$ cat src/rtl/stack_ctrl_mc.sv
`timescale 1ns/1ps
`default_nettype none
// ============================================================================
// stack_ctrl_mc : multicycle controller for the 8-opcode stack machine, with
// mem_ready handshaking and stack occupancy tracking. Macro STACK_GUARD_EN
// enables a DECODE-time over/underflow trap into a terminal FAULT state.
// Revision: 1.0
// ============================================================================
module stack_ctrl_mc #(
  parameter  int DATA_W      = 8,
  parameter  int STACK_DEPTH = 8,
  localparam int DEPTH_W     = $clog2(STACK_DEPTH + 1)
) (
  input  logic               clk,
  input  logic               reset_n,
  input  logic [2:0]         opcode,
  input  logic [DATA_W-1:0]  tos,
  input  logic               mem_ready,
  output logic               mem_read,
  output logic               mem_write,
  output logic               addr_src,
  output logic               ir_write,
  output logic               pc_write,
  output logic               jump,
  output logic               mdr_en,
  output logic               load_a,
  output logic               load_b,
  output logic [1:0]         alu_control,
  output logic               push,
  output logic               pop,
  output logic               stack_src,
  output logic [DEPTH_W-1:0] sp_depth,
  output logic               instr_done,
  output logic               fault
);

  localparam logic [DEPTH_W-1:0] DEPTH_FULL = DEPTH_W'(STACK_DEPTH);
  localparam logic [DEPTH_W-1:0] DEPTH_ONE  = DEPTH_W'(1);

  typedef enum logic [3:0] {
    S_FETCH    = 4'd0,
    S_DECODE   = 4'd1,
    S_LOAD_A   = 4'd2,
    S_LOAD_B   = 4'd3,
    S_OP2      = 4'd4,
    S_NOT_EX   = 4'd5,
    S_JUMP     = 4'd6,
    S_POP_WR   = 4'd7,
    S_LOAD_MDR = 4'd8,
`ifdef STACK_GUARD_EN
    S_PUSH_MDR = 4'd9,
    S_FAULT    = 4'd10
`else
    S_PUSH_MDR = 4'd9
`endif
  } state_t;

  state_t             state_q, state_d;
  logic [DEPTH_W-1:0] depth_q, depth_d;
  logic               take;

`ifdef STACK_GUARD_EN
  logic guard_fail;

  always_comb begin
    guard_fail = 1'b0;
    unique case (opcode)
      3'b000, 3'b001, 3'b010:  guard_fail = (depth_q < DEPTH_W'(2));
      3'b011, 3'b101, 3'b110:  guard_fail = (depth_q == '0);
      3'b100:                  guard_fail = (depth_q >= DEPTH_FULL);
      default:                 guard_fail = 1'b0;
    endcase
  end

  assign fault = (state_q == S_FAULT);
`else
  assign fault = 1'b0;
`endif

  assign take     = opcode[0] | (tos == {DATA_W{1'b0}});
  assign sp_depth = depth_q;

  // Strobes are gated by reset_n so an asserted reset silences them at once.
  always_comb begin
    state_d     = state_q;
    mem_read    = 1'b0;
    mem_write   = 1'b0;
    addr_src    = 1'b0;
    ir_write    = 1'b0;
    pc_write    = 1'b0;
    jump        = 1'b0;
    mdr_en      = 1'b0;
    load_a      = 1'b0;
    load_b      = 1'b0;
    alu_control = 2'b00;
    push        = 1'b0;
    pop         = 1'b0;
    stack_src   = 1'b0;
    instr_done  = 1'b0;
    if (reset_n) begin
      unique case (state_q)
        S_FETCH: begin
          mem_read = 1'b1;
          if (mem_ready) begin
            ir_write = 1'b1;
            pc_write = 1'b1;
            state_d  = S_DECODE;
          end
        end
        S_DECODE: begin
`ifdef STACK_GUARD_EN
          if (guard_fail) state_d = S_FAULT;
          else
`endif
          if (!opcode[2])                state_d = S_LOAD_A;
          else if (opcode[1])            state_d = S_JUMP;
          else if (opcode[0])            state_d = S_POP_WR;
          else                           state_d = S_LOAD_MDR;
        end
        S_LOAD_A: begin
          pop     = 1'b1;
          load_a  = 1'b1;
          state_d = (opcode == 3'b011) ? S_NOT_EX : S_LOAD_B;
        end
        S_LOAD_B: begin
          pop     = 1'b1;
          load_b  = 1'b1;
          state_d = S_OP2;
        end
        S_OP2: begin
          push        = 1'b1;
          alu_control = opcode[1:0];
          instr_done  = 1'b1;
          state_d     = S_FETCH;
        end
        S_NOT_EX: begin
          push        = 1'b1;
          alu_control = 2'b11;
          instr_done  = 1'b1;
          state_d     = S_FETCH;
        end
        S_JUMP: begin
          jump       = take;
          pc_write   = take;
          instr_done = 1'b1;
          state_d    = S_FETCH;
        end
        S_POP_WR: begin
          mem_write = 1'b1;
          addr_src  = 1'b1;
          if (mem_ready) begin
            pop        = 1'b1;
            instr_done = 1'b1;
            state_d    = S_FETCH;
          end
        end
        S_LOAD_MDR: begin
          mem_read = 1'b1;
          addr_src = 1'b1;
          if (mem_ready) begin
            mdr_en  = 1'b1;
            state_d = S_PUSH_MDR;
          end
        end
        S_PUSH_MDR: begin
          push       = 1'b1;
          stack_src  = 1'b1;
          instr_done = 1'b1;
          state_d    = S_FETCH;
        end
`ifdef STACK_GUARD_EN
        S_FAULT: state_d = S_FAULT;
`endif
        default: state_d = S_FETCH;
      endcase
    end
  end

  // Occupancy saturates at both ends rather than wrapping.
  always_comb begin
    depth_d = depth_q;
    if (push && (depth_q != DEPTH_FULL))
      depth_d = depth_q + DEPTH_ONE;
    else if (pop && (depth_q != '0))
      depth_d = depth_q - DEPTH_ONE;
  end

  always_ff @(posedge clk or negedge reset_n) begin
    if (!reset_n) begin
      state_q <= S_FETCH;
      depth_q <= '0;
    end else begin
      state_q <= state_d;
      depth_q <= depth_d;
    end
  end

endmodule
`default_nettype wire

$ cat config.mk
export PLATFORM = sky130hd
export DESIGN_NAME = stack_ctrl_mc
export DESIGN_NICKNAME = d
export VERILOG_FILES = /design/src/rtl/stack_ctrl_mc.sv
export SDC_FILE = /design/constraint.sdc
export NUM_CORES = 1
export LEC_CHECK = 0
export BUFFER_PORTS_ARGS = -buffer_cell sky130_fd_sc_hd__buf_4
export CELL_PAD_IN_SITES_DETAIL_PLACEMENT = 1
export CELL_PAD_IN_SITES_GLOBAL_PLACEMENT = 1
export CORE_UTILIZATION = 32
export DETAILED_ROUTE_END_ITERATION = 8
export HOLD_SLACK_MARGIN = 0.15
export PLACE_DENSITY_LB_ADDON = 0.1
export RECOVER_POWER = 25
export SYNTH_ARGS = -nofsm -noshare
export SYNTH_HDL_FRONTEND = slang
export SYNTH_SLANG_ARGS = --single-unit
$ cat constraint.sdc
create_clock -name clk -period 3.02 [get_ports clk]
set_clock_uncertainty 0.2 [all_clocks]
set_input_delay 0.151 -clock clk [delete_from_list [all_inputs] [get_ports clk]]
set_output_delay 0.151 -clock clk [all_outputs]
set_load 0.005 [all_outputs]
==> out/results.tsv <==
metric	value	unit
drtAntennaViolNets	0	
viasPerCell	5.40	
syn_avg_cell_area	7.51	sq um
yosysSeqAreaShare	24.7	%
min_period	2790	ps
drtPass1Iterations	4	
worst_slew_margin_rel	51.6	%
grt_setup_unrepaired	false	
finalInstanceArea	1140	sq um
core	2300	sq um
maxCapViolations	0	
synth.top_cell.area_share	24.7	%
critical_path_class	reg2reg	
wl_per_cell	14.7	um
slowest_stage	dfrtp_2	
hold_viol_final	0	
start_util	35.3	%
fin_crit_sh	92.3	%
cts_tree	yes	
max_freq	359	MHz
routed_wl	2530	um
synthTopCellsByArea	dfrtp_1, a21oi_1, nor3_1	
clock-sinks	8	
placedCellCount	164	
placed_cell_area	1070	sq um
ir_drop	0.000326	V
worstSkewPairLatency	260	ps
required	3010	ps
ys_warn_count	0	
hpwl	1920	um
slew_violations	0	
synth_nets	125	
n_antenna_cell	0	
synth_adder_area_share	5.56	%
syn_area	811	sq um
die_x	52.3	um
synthesis.instances	108	
gp_congestion	0.789	
io_pins	34	
die_y	52.3	um
critical_path_arrival	2780	ps
worstSetupStartpointType	register	
endpoint_kind	register	
critPathMaxStageDelay	480	ps
synthFlopType	dfrtp_1	
use_met3	4.06	%
grt_pass1_wl	4160	um
ys_async_sr_fraction	100	%
fin_setup_tns	0	ps
synth_compound_area_share	28.2	%
grt-ovfl-total	0	
cts_htree_levels	1	
met2_usage	34.8	%
cts_buffer_depth	2	
drc	0	
antenna_found_initial	0	
grt_max_degree	17	
p_per_area	761	nW/um^2
grt_usage	20.7	%
clkTransAtPathRegs	70	ps
top_usage_layer	met2	
area_growth	40.9	%
yosys.area_share.simple	32.1	%
synth_top_cell_by_area	dfrtp_1	
finalNetCount	163	
cp_cell_sequence	nand2b_1, a211o_1, inv_2, nand2_1, ha_1, a21o_1, a21oi_1, mux2_2, o2bb2ai_1	
status	finished, final reports clean	
synth_mux_area_share	1.39	%
ys_types	38	
numCtsBuffers	3	
drtIter0Drc	19	
hp-class	in2reg	
worst_pin_slew	726	ps
cts-root-buf	clkbuf_4	
synthXorXnorAreaFrac	1.08	%
grt_pass1_vias	912	
use_met1	26.2	%
p_leak	0.519	nW
synth_edf_count	0	
cts_setup_buffers	0	
num_vias	929	
drive_gt1_share	31.3	%
critical_path_peak_fanout	13	
setup_violations	0	
ys_ff_latch	8	
synth_top_family_by_area	simple AND/OR/NAND/NOR gates	
rows	17	
port_buffers	32	
dieArea	2740	sq um
stdcell_count	172	
fin_util	49.7	%
==> worst max-delay path, delay by kind of cell, from the launching register on <==
family	cells	cell delay, ps
multiplexers	1	360
flip-flops	1	480
AO/OA/AOI/OAI	4	880
buffers and inverters	1	130
AND/OR/NAND/NOR	2	360
adder cells (fa/ha/maj)	1	300
==> registers in the layout, indices dropped and copies added, names as in the netlist <==
signal    flops
sp_depth      4
state_q       4
==> cells by family after synthesis <==
family | count (synthesis)
AO/OA/AOI/OAI | 34
multiplexers | 1
buffers and inverters | 10
AND/OR/NAND/NOR | 50
adder cells (fa/ha/maj) | 3
flip-flops | 8
XOR/XNOR | 1
other | 1
==> where the power goes <==
group / leakage (nW) / switching, W / internal, W
Combinational: 0.405 / 0.000282 / 0.000277
Sequential: 0.100 / 0.0000673 / 0.000152
Clock: 0.0138 / 0.0000449 / 0.0000460
Total: 0.519 / 0.000394 / 0.000476
==> cells in the mapped netlist, types with 3 or more instances <==
cell type and n:
a21oi_1 11, nor2_1 11, nor3_1 11, dfrtp_1 8, nand2_1 8, nand2b_1 6
o21ai_0 5, a211o_1 3, a22o_1 3, clkbuf_1 3, nor2b_1 3
==> cell usage in the layout (no fill, tap or decap), types with 2 or more instances in the layout <==
cell           count
a211o_1            3
a211oi_1           2
a21o_1             2
a21oi_1           11
a22o_1             3
buf_4             34
clkbuf_4           4
dfrtp_1            6
dfrtp_2            2
dlygate4sd3_1      5
ha_1               2
nand2_1            8
nand2b_1           6
nand3b_1           2
nor2_1            11
nor2b_1            3
nor3_1            11
nor4_1             2
o21ai_0            5
o2bb2ai_1          2
or2_2              2
==> layout make-up <==
type                            count  area, sq um
Timing Repair Buffer               41          317
Clock buffer                        3         22.5
Inverter                            2         7.51
Sequential cell                     8          203
Fill cell                         295         1150
Multi-Input combinational cell     90          558
Tap cell                           28         35.0
==> per-stage QoR <==
step / setup WS, ps / total power, W / hold WS [ps]
5_1_grt: 68.6 / 0.000951 / 220
3_3_place_gp: 237 / 0.000757 / -98.3
4_1_cts: 117 / 0.000874 / 162
2_1_floorplan: 382 / 0.000570 / -345
3_5_place_dp: 129 / 0.000768 / -99.1
6_report: 231 / 0.000870 / 197
==> final timing paths <==
| path | startpoint | cells after the start | endpoint | slack, ps |
|---|---|---|---|---|
| setup / recovery | state_q[3] | 9 | sp_depth[3] | 230 |
| hold / removal | opcode[0] | 4 | state_q[2] | 200 |
| setup reg to reg | state_q[3] | 9 | sp_depth[3] | 230 |
| hold reg to reg | sp_depth[3] | 1 | sp_depth[3] | 330 |
| max in group asynchronous | reset_n | 3 | state_q[2] | 1740 |
| min in group asynchronous | reset_n | 3 | state_q[0] | 370 |
==> layer usage <==
metal | wire length, um | part of all wire (%)
met5 | 0 | 0
met4 | 27 | 1.1
met1 | 1210 | 48
met2 | 1120 | 44
met3 | 172 | 6.8
==> what timing repair did <==
item | in CTS | in global routing
hold endpoints to repair | 10 | 0
hold buffers | 5 | 0
setup endpoints to repair | 0 | 1
resized for setup | 0 | 3
Note: power is estimated with default switching activity, not from simulation.
